### src/rtl/fft_pkg.sv
`default_nettype none
// ---------------------------------------------------------------------------
// fft_pkg: shared frame geometry, FSM encoding and default datapath latency
// Revision 1.0
// ---------------------------------------------------------------------------
package fft_pkg;

  localparam int FFT_POINTS  = 8;
  localparam int IDX_W       = 3;
  localparam int DEFAULT_LAT = 3;

  localparam logic [1:0] ST_COLLECT = 2'd0;
  localparam logic [1:0] ST_RUN     = 2'd1;
  localparam logic [1:0] ST_DRAIN   = 2'd2;

  // Wait counter must reach LAT; never narrower than one bit.
  function automatic int cnt_width(input int lat);
    return (lat < 1) ? 1 : $clog2(lat + 1);
  endfunction

endpackage
`default_nettype wire

### src/rtl/fft_frame_buffer.sv
`default_nettype none
// ---------------------------------------------------------------------------
// fft_frame_buffer: 8 x W register file, indexed write or full-frame load
// Revision 1.0
// ---------------------------------------------------------------------------
module fft_frame_buffer
  import fft_pkg::*;
#(
  parameter int W = 16
) (
  input  logic                    clk,
  input  logic                    rst,
  input  logic                    wr_en,
  input  logic [IDX_W-1:0]        wr_idx,
  input  logic [W-1:0]            wr_data,
  input  logic                    load_en,
  input  logic [FFT_POINTS*W-1:0] load_data,
  output logic [FFT_POINTS*W-1:0] frame
);

  logic [FFT_POINTS*W-1:0] data;

  // A full-frame load takes priority over a single-sample write.
  always_ff @(posedge clk or negedge rst) begin
    if (!rst) begin
      data <= '0;
    end else if (load_en) begin
      data <= load_data;
    end else if (wr_en) begin
      data[wr_idx*W +: W] <= wr_data;
    end
  end

  assign frame = data;

endmodule
`default_nettype wire

### src/rtl/fft_frame_sequencer.sv
`default_nettype none
// ---------------------------------------------------------------------------
// fft_frame_sequencer: collects 8 samples, runs the FFT datapath, drains result
// Revision 1.0
// ---------------------------------------------------------------------------
module fft_frame_sequencer
  import fft_pkg::*;
#(
  parameter int N   = 4,
  parameter int LAT = DEFAULT_LAT,
  localparam int W  = 2**N
) (
  input  logic                    clk,
  input  logic                    rst,
  input  logic                    in_valid,
  input  logic [W-1:0]            in_data,
  output logic                    in_ready,
  output logic                    out_valid,
  output logic [W-1:0]            out_data,
  output logic                    out_last,
  input  logic                    out_ready,
  output logic [FFT_POINTS*W-1:0] dp_in,
  input  logic [FFT_POINTS*W-1:0] dp_out,
  output logic                    busy,
  output logic [7:0]              frame_cnt
);

  localparam int            CW    = cnt_width(LAT);
  localparam logic [CW-1:0] LAT_C = CW'(LAT);

  logic [1:0]              state;
  logic [1:0]              next_state;
  logic [IDX_W-1:0]        idx;
  logic [CW-1:0]           wait_cnt;
  logic [FFT_POINTS*W-1:0] obuf_frame;
  logic                    accept;
  logic                    deliver;
  logic                    last_idx;
  logic                    run_done;

  assign accept   = in_valid && in_ready;
  assign deliver  = out_valid && out_ready;
  assign last_idx = (idx == 3'd7);
  assign run_done = (state == ST_RUN) && (wait_cnt == LAT_C);

  always_comb begin
    next_state = state;
    case (state)
      ST_COLLECT: if (accept && last_idx)  next_state = ST_RUN;
      ST_RUN:     if (run_done)            next_state = ST_DRAIN;
      ST_DRAIN:   if (deliver && last_idx) next_state = ST_COLLECT;
      default:                             next_state = ST_COLLECT;
    endcase
  end

  // in_ready is registered so it stays low until the first edge after reset.
  always_ff @(posedge clk or negedge rst) begin
    if (!rst) begin
      state     <= ST_COLLECT;
      idx       <= '0;
      wait_cnt  <= '0;
      frame_cnt <= '0;
      in_ready  <= 1'b0;
    end else begin
      state    <= next_state;
      in_ready <= (next_state == ST_COLLECT);
      if (accept || deliver) begin
        idx <= idx + 1'b1;
      end
      if ((state == ST_RUN) && !run_done) begin
        wait_cnt <= wait_cnt + 1'b1;
      end else begin
        wait_cnt <= '0;
      end
      if (deliver && last_idx) begin
        frame_cnt <= frame_cnt + 1'b1;
      end
    end
  end

  fft_frame_buffer #(.W(W)) u_ibuf (
    .clk       (clk),
    .rst       (rst),
    .wr_en     (accept),
    .wr_idx    (idx),
    .wr_data   (in_data),
    .load_en   (1'b0),
    .load_data ('0),
    .frame     (dp_in)
  );

  fft_frame_buffer #(.W(W)) u_obuf (
    .clk       (clk),
    .rst       (rst),
    .wr_en     (1'b0),
    .wr_idx    ('0),
    .wr_data   ('0),
    .load_en   (run_done),
    .load_data (dp_out),
    .frame     (obuf_frame)
  );

  assign out_valid = (state == ST_DRAIN);
  assign out_last  = out_valid && last_idx;
  assign out_data  = out_valid ? obuf_frame[idx*W +: W] : '0;
  assign busy      = (state != ST_COLLECT);

endmodule
`default_nettype wire
### config.mk
export PLATFORM = sky130hd
export DESIGN_NAME = fft_frame_sequencer
export DESIGN_NICKNAME = d
export VERILOG_FILES = /design/src/rtl/fft_pkg.sv /design/src/rtl/fft_frame_buffer.sv /design/src/rtl/fft_frame_sequencer.sv
export SDC_FILE = /design/constraint.sdc
export NUM_CORES = 1
export LEC_CHECK = 0
export ABC_CLOCK_PERIOD_IN_PS = 3400
export BUFFER_PORTS_ARGS = -buffer_cell sky130_fd_sc_hd__buf_2
export CAP_MARGIN = 20
export CORE_ASPECT_RATIO = 1.75
export CORE_MARGIN = 1.5
export CORE_UTILIZATION = 56
export CTS_CLUSTER_SIZE = 14
export DETAILED_ROUTE_END_ITERATION = 8
export GPL_ROUTABILITY_DRIVEN = 0
export GPL_TIMING_DRIVEN = 0
export HOLD_SLACK_MARGIN = 0.03
export PLACE_DENSITY = 0.92
export SETUP_SLACK_MARGIN = 0.1
export SLEW_MARGIN = 20
export SYNTH_ARGS = -nofsm -noshare
export SYNTH_HDL_FRONTEND = slang
export SYNTH_HIERARCHICAL = 1
export SYNTH_SLANG_ARGS = --single-unit
export TNS_END_PERCENT = 20
### constraint.sdc
create_clock -name clk -period 3.4 [get_ports clk]
set_input_delay 0.68 -clock clk [delete_from_list [all_inputs] [get_ports clk]]
set_output_delay 0.68 -clock clk [all_outputs]
set_load 0.05 [all_outputs]
* Word-level counts from Yosys, hierarchy flattened
Cells that the tools add are included. Widths: inputs -> output; s select.
Storage, ports and cells: logic and storage cells 37, memories kept 0, ROM bits 0, output and inout bits 156, bits in registers 272, input port bits 148, memory bits (writable) 0, latch bits 0
Cells by class: bitwise operators 0, reduce and logical (&&, ||, !) cells 12, multiplexer cells 7, divide/modulo/power cells 0, shift-type cells 3, equal/unequal tests 4, multiply operators 0, magnitude comparators 0, add/sub/neg operators 4
Operators by type and width (number):
- $bwmux 128 | 1
- $shift 16x34->128 const A | 1
- $shiftx 128x8->16 | 1
- $shiftx 16x34->128 | 1
- $neg 7->34 | 1
- $mux 16 | 1
- $add 8x1->8 const B | 1
- $mux 2 | 4
- $logic_and 1x1->1 | 7
- $pmux 2 s3 | 1
- $eq 2x2->1 const B | 2
- $logic_not 2->1 | 2
- $add 3x1->3 const B | 1
- $eq 3x3->1 const B | 1
- $add 2x1->2 const B | 1
- $eq 2x1->1 const B | 1
- $reduce_bool 2->1 | 1
- $logic_not 1->1 | 1
- $logic_or 1x1->1 | 1

* Logic depth before layout (Yosys ltp)
Gate-level depths: netlist (run 1).
depth in word-level cells 6, gate-level depth with buffers 10, mapped depth without buffers 6

* By module
The synthesis (run 1) kept the hierarchy.
Modules (own cells, without submodules):
- fft_frame_buffer at u_ibuf | seq. area each 3203.1 um2, cells each 682, area an instance 6621.4 um2, times used 1
- fft_frame_buffer at u_obuf | seq. area each 3203.1 um2, cells each 602, area an instance 6404.9 um2, times used 1
- fft_frame_sequencer | seq. area each 400.4 um2, cells each 190, area an instance 1854.3 um2, times used 1

* Worst setup path after synthesis (run 1)
OpenSTA, ideal clock, no wires.
path type register -> output, start point reg idx[0], end point out out_data[14], required time 2.720 ns, path buffers 2, setup slack 0.539 ns, arrival time 2.181 ns, cell stages (with the launch flop) 6, cell sequence dfrtp_1 > or2_2 > clkbuf_1 > buf_2 > o22ai_1 > nor3_1
On the way: longest elaborated chain between the ends 2
Ends and longest elaborated chain:
- start: declaration | RTL line fft_frame_sequencer.sv:33 | logic [IDX_W-1:0] idx;
- start signal: assignment | RTL line fft_frame_sequencer.sv:68 | idx <= idx + 1'b1;
- $shiftx 128x8->16 | RTL line fft_frame_sequencer.sv:105 | assign out_data = out_valid ? obuf_frame[idx*W +: W] : '0;
- $mux 16 | RTL line fft_frame_sequencer.sv:105
- end: declaration | RTL line fft_frame_sequencer.sv:19 | output logic [W-1:0] out_data,
No other way between the ends.

* Worst setup path after layout (run 1)
start point reg idx[0], end point out out_data[9]
Same word-level chain as after synthesis.

==> results of run 1 <==
==> cell usage in the layout, fill, tap and decap left out, types with 4 or more instances in the layout <==
| cell | instances |
|---|---|
| buf_2 | 326 |
| dfrtp_1 | 271 |
| conb_1 | 211 |
| nor2b_1 | 184 |
| a221o_1 | 172 |
| clkbuf_1 | 128 |
| nor4_1 | 96 |
| a21oi_1 | 89 |
| a31oi_1 | 86 |
| o21ai_0 | 84 |
| mux2_2 | 66 |
| nor3_1 | 60 |
| nand2b_1 | 37 |
| and2_1 | 36 |
| o22ai_1 | 30 |
| clkbuf_16 | 27 |
| buf_6 | 11 |
| clkinv_2 | 11 |
| ha_1 | 10 |
| nand4bb_1 | 7 |
| nand2_1 | 6 |
| xnor2_1 | 6 |
| inv_1 | 6 |
| or3_1 | 6 |
| buf_4 | 5 |
| nand3b_1 | 5 |
| nor3b_1 | 4 |
| or4bb_1 | 4 |
==> state kept, by name, summed over array words and instances (netlist names) <==
signal / count
frame_cnt: 8
idx: 3
u_ibuf/frame: 128
in_ready: 1
u_obuf/frame: 128
wait_cnt: 2
state: 2
==> per-stage QoR <==
step	TNS [ns]	utilization (%)	hold WS (ns)	worst slack, ns	area (um2)
floorplan	0	-	0.384	0.539	15700
global placement	-842.07	67.5	0.426	-3.14	17600
detailed placement	0	67.7	0.445	0.513	17700
CTS	0	71.0	0.179	0.206	18500
global route	0	71.0	0.207	0.0838	18500
finish	0	71.0	0.152	0.128	18500
==> cell type report <==
| class | instances | share of cell area (%) |
|---|---|---|
| tap | 320 | 2.16 |
| buffer | 170 | 4.20 |
| clock buffer | 34 | 3.90 |
| multi-input combinational | 1235 | 43.6 |
| antenna | 1 | 0.0135 |
| timing repair buffer | 305 | 8.55 |
| sequential | 272 | 36.8 |
| inverter | 7 | 0.155 |
| clock inverter | 13 | 0.622 |
==> what timing repair did <==
action,4_1_cts,5_1_grt
pin swaps,0,0
setup endpoints to repair,10,3
gates resized for setup,2,3
==> where the power goes <==
part | switching [uW] | internal, uW | leakage (uW)
sequential | 571 | 4090 | 0.00336
clock | 1290 | 1650 | 0.000424
combinational | 4120 | 2160 | 0.00469
total | 5980 | 7890 | 0.00847
==> Yosys cell counts (7+ instances only) <==
cell       number  area share, %
a21oi_1        89            3.0
a221o_1       172             12
a31oi_1        86            3.6
and2_1         36            1.5
buf_2          25           0.84
buf_6          11           0.83
clkbuf_1      124            3.1
dfrtp_1       272             46
ha_1           10           0.84
mux2_2         66            5.0
nand2b_1       37            1.6
nand4bb_1       7           0.53
nor2b_1       184            7.7
nor3_1         60            2.0
nor4_1         96            4.0
o21ai_0        84            2.8
o22ai_1        32            1.3
==> critical path, cell delays in order (launching register included) <==
cell,delay (ns)
dfrtp_2,0.52
nand2_1,0.32
clkbuf_2,0.37
o22ai_1,0.19
nor3_1,0.32
buf_2,0.33
==> layer usage <==
metal | vias to the layer above | global-route usage (%)
met2 | 1300 | 70.4
met4 | 8 | 31.0
met3 | 370 | 6.88
met1 | 7080 | 40.2
met5 | - | 0
li1 | 6520 | -
==> worst min-delay path by stage <==
stage	cells after the start	end	slack (ns)	startpoint
final	1	u_ibuf/frame[87]$_DFFE_PN0P_	0.15	rst
after global placement	1	wait_cnt[0]$_DFF_PN0_	0.43	wait_cnt[0]$_DFF_PN0_
after CTS	1	u_ibuf/frame[87]$_DFFE_PN0P_	0.18	rst
after detailed placement	1	wait_cnt[0]$_DFF_PN0_	0.45	wait_cnt[0]$_DFF_PN0_
after global routing	1	u_ibuf/frame[87]$_DFFE_PN0P_	0.21	rst
after floorplan	0	frame_cnt[0]$_DFFE_PN0P_	0.38	rst
==> logic make-up (layout without fill, tap and decap cells) <==
family / Yosys count / after routing
and+or+nand+nor: 472 / 472
AOI/OAI and AO/OA: 466 / 466
DFF: 272 / 272
buffers and inverters: 177 / 529
muxes: 68 / 68
adders and majority gates: 10 / 10
xor gates and xnor gates: 8 / 8
other: 1 / 212
==> impl_metrics.ini, run 1 <==
[synth]
synthArstFlopShare_pct = 100
synth.avg_cell_area_um2 = 10.1
synth_compound_area_share_pct = 22.5
synthSimpleGateAreaFrac_pct = 19.8
synthFlopType = dfrtp_1
synthAdderAreaFrac_pct = 0.841
synth_seq_area_share_pct = 45.7
yosys_warnings = 6
syn_inst = 1474
synth_top_family_by_area = compound AO/OA/AOI/OAI gates
syn_area_mm2 = 0.0149
synth-edff-count = 0
synth-xor-area-share_pct = 0.471
synth_seq_cells = 272
yosysUniqueCellTypes = 47
yosys-mux-area-fraction_pct = 5.20

[placed_design]
port_buffers = 303
dp_hpwl_um = 40000
dp.cells = 2309

[grt]
grt_pass1_vias = 15200
grt-ovfl-total = 0
grt_pass1_wl_um = 83000
grt_max_degree = 95
antenna_found_initial = 4
grt.total_usage_pct = 39.3

[floorplan]
dieArea_mm2 = 0.0276
core-area_mm2 = 0.0261
fp-row-count = 78
ios = 304
die-height_um = 219
die_w_um = 126
start_util_pct = 57.1

[critical_path]
critical_path_class = reg -> out
ff2ff_setup_slack_ns = 0.62
endpoint_kind = output port
r2r_end = u_obuf/frame[114]$_DFFE_PN0P_
timing.rr.start = wait_cnt[0]$_DFF_PN0_
arrival_ns = 2.59
worstPathRequired_ns = 2.72
reg2reg_depth = 7
path_max_fanout = 13
cp-start-kind = flip-flop
worstSetupEndpoint = out_data[9]
worstSetupStartpoint = idx[0]$_DFFE_PN0P_

[route]
dr_wl_met3_um = 5210
drt-initial-drc-count = 2076
post_drt_wl_per_cell_um = 23.6
wl_met1_um = 17600
first_pass_iters = 9
ant_nets = 0
num_vias = 15300
wl_met2_um = 27600
wl_um = 55600
via_per_inst = 6.48
drcViolationCount = 7
highest_layer = met5

[final_layout]
seq_area_mm2 = 0.00681
layout-drive-gt1-share_pct = 23.0
area_growth_pct = 24.4
fin_nets = 2175
nFillCells = 1869
multiInputGateArea_mm2 = 0.00807
fin_cells = 2357

[sta]
fin_crit_sh_pct = 96.2
final_hold_viol_count = 0
maxSlewViolCount = 0
relSlewSlack_pct = 49.1
setup_viol = 0
skew_ns = 0.00630
tightest_slew_ns = 0.764
finalCriticalPeriod_ns = 3.27
rsz0062_at_grt = yes
fmax_ghz = 0.306

[cts]
cts-root-buf = clkbuf_16
clock_latency_ns = 0.55
cts_made_buffers = 26
ctsHoldBuffers = 0
postCtsSetupBuffers = 0
cts_buffer_depth = 3
cts_tree = done
cts.reportedPaths.clkPinSlew_ns = 0.07
cts_max_level = 1
clock-sinks = 272

[status]
failed_checks = DRC
status = complete, but fails checks

[pwr]
power_uw = 13900
vdd_drop_max_v = 0.000607
p_leak_uw = 0.00847
p_per_area_mw_per_mm2 = 750

[run]
drv_cap = 0

[min_path]
hp-class = in -> async
No activity file was read; power rests on OpenSTA's default activity.
==> run 2, diff against run 1 <==
Settings changed: PLACE_DENSITY 0.92 to 0.88.
==> run 2 against run 1 <==
  * The run now ends clean
  * Power increased by 0.38%
  * Clock-buffer cell count increased by 2
  * Cell count increased by 0.30%
  * Sequential share of layout area decreased by 0.15 points
  * Flip-flop and latch count unchanged
  * Critical path depth unchanged
  * Final area increased by 0.41%
  * Via count decreased by 0.69%
  * Clock power increased by 3%
  * Die area unchanged
  * Sequential power about the same
  * Combinational power about the same
  * Critical path type unchanged
  * Largest cell class unchanged
==> impl_metrics.ini, run 2 (same netlist as run 1, synthesis figures left out) <==
[status]
status = complete, no violations

[grt]
grt_max_degree = 88
grt-ovfl-total = 0
grt_pass1_wl_um = 82200
antenna_found_initial = 9
grt_pass1_vias = 14700
grt.total_usage_pct = 39.1

[final_layout]
fin_nets = 2178
layout-drive-gt1-share_pct = 22.9
final_cell_mix = 326 x buf_2, 271 x dfrtp_1, 211 x conb_1
area_growth_pct = 24.9
fin_util_pct = 71.3
final_common_cell = buf_2

[route]
drt-initial-drc-count = 1868
wl_um = 55200
num_vias = 15200
post_drt_wl_per_cell_um = 23.3
first_pass_iters = 9
ant_nets = 0
via_per_inst = 6.42
drcViolationCount = 0

[floorplan]
dieArea_mm2 = 0.0276
core-area_mm2 = 0.0261
die_w_um = 126
die-height_um = 219
ios = 304
fp-row-count = 78
start_util_pct = 57.1

[pwr]
swShare_pct = 42.9
p_comb_share_pct = 44.9
p_per_area_mw_per_mm2 = 749
net-switching-power_uw = 5970
vdd_drop_max_v = 0.000502
p_seq_share_pct = 33.4
clkPwrFrac_pct = 21.7
p_leak_uw = 0.00849
power.internal_uw = 7950

[placed_design]
port_buffers = 303
dp_hpwl_um = 40300
place_ws_ns = 0.531

[sta]
relSlewSlack_pct = 50.9
fmax_ghz = 0.301
maxSlewViolCount = 0
fin_crit_sh_pct = 97.7
skew_ns = 0.00980
rsz0062_at_grt = yes
finalCriticalPeriod_ns = 3.32
setup_viol = 0
finalSetupTns_ns = 0
final_hold_viol_count = 0
tightest_slew_ns = 0.735
fin_ws_ns = 0.0784

[critical_path]
worstPathRequired_ns = 2.72
ff2ff_setup_slack_ns = 0.61
path_max_fanout = 10
cp_top_family = buffers and inverters
max_stage_delay_ns = 0.51
endpoint_kind = output port
cpMaxStageDelayCell = dfrtp_1
arrival_ns = 2.64
critical_path_class = reg -> out
cp_cell_sequence = nand2_1 -> clkbuf_2 -> o22ai_1 -> nor3_1 -> buf_2
crit_buf_inv = 2
cp-start-kind = flip-flop

[cts]
cts_buffer_depth = 3
cts-root-buf = clkbuf_16
clock_latency_ns = 0.55
clock-sinks = 272
cts_made_buffers = 27
cts.reportedPaths.clkPinSlew_ns = 0.07
cts_tree = done
cts_max_level = 1
postCtsSetupBuffers = 0

[run]
drv_cap = 0

[min_path]
hp-class = in -> reg
==> run 2: metal layers <==
metal / global-route usage [%] / up-vias / share of wire, %
li1: - / 6535 / -
met1: 41.1 / 7187 / 32
met2: 69.2 / 1155 / 50
met3: 6.71 / 293 / 8.9
met4: 30.1 / 2 / 8.7
met5: 0 / - / 0.020
==> run 2: final timing paths <==
path / endpoint / depth (start not counted) / from
hold / removal: u_obuf/frame[23]$_DFFE_PN0P_ / 2 / dp_out[23]
setup / recovery: out_data[4] / 5 / idx[2]$_DFFE_PN0P_
setup reg to reg: u_ibuf/frame[82]$_DFFE_PN0P_ / 8 / idx[0]$_DFFE_PN0P_
max in group asynchronous: u_obuf/frame[107]$_DFFE_PN0P_ / 4 / rst
hold reg to reg: wait_cnt[0]$_DFF_PN0_ / 1 / wait_cnt[0]$_DFF_PN0_
min in group asynchronous: u_ibuf/frame[87]$_DFFE_PN0P_ / 2 / rst
==> run 2: area by class of cell <==
| cell class | instances | area (um2) |
|---|---|---|
| inverter | 7 | 28.8 |
| clock buffer | 36 | 759 |
| clock inverter | 10 | 113 |
| buffer | 170 | 774 |
| timing repair buffer | 307 | 1620 |
| sequential | 272 | 6810 |
| fill | 1946 | 7470 |
| multi-input combinational | 1235 | 8060 |
| tap | 320 | 400 |
| antenna | 7 | 17.5 |
==> run 2: through the flow <==
step | total power [uW] | cells | cell area (um2) | hold slack, ns
final | 13900 | 2364 | 18600 | 0.359
after floorplan | 8870 | 1684 | 15700 | 0.384
after detailed placement | 10600 | 2310 | 17700 | 0.437
after CTS | 13700 | 2357 | 18600 | 0.337
after global routing | 14500 | 2359 | 18600 | 0.352
after global placement | 10400 | 2307 | 17600 | 0.425
==> run 2: repair_timing <==
action                     4_1_cts  5_1_grt
setup endpoints to repair       10        4
hold buffers                     1        0
gates cloned                     0        0
resized for setup                2        1
hold endpoints to repair        40        0
==> run 2: power groups by stage <==
stage | registers, uW | logic [uW] | clock network (uW)
floorplan | 5470 | 3400 | 0
global placement | 4630 | 5780 | 0
detailed placement | 4660 | 5950 | 0
CTS | 4630 | 5980 | 3060
global route | 4730 | 6570 | 3180
finish | 4650 | 6250 | 3020
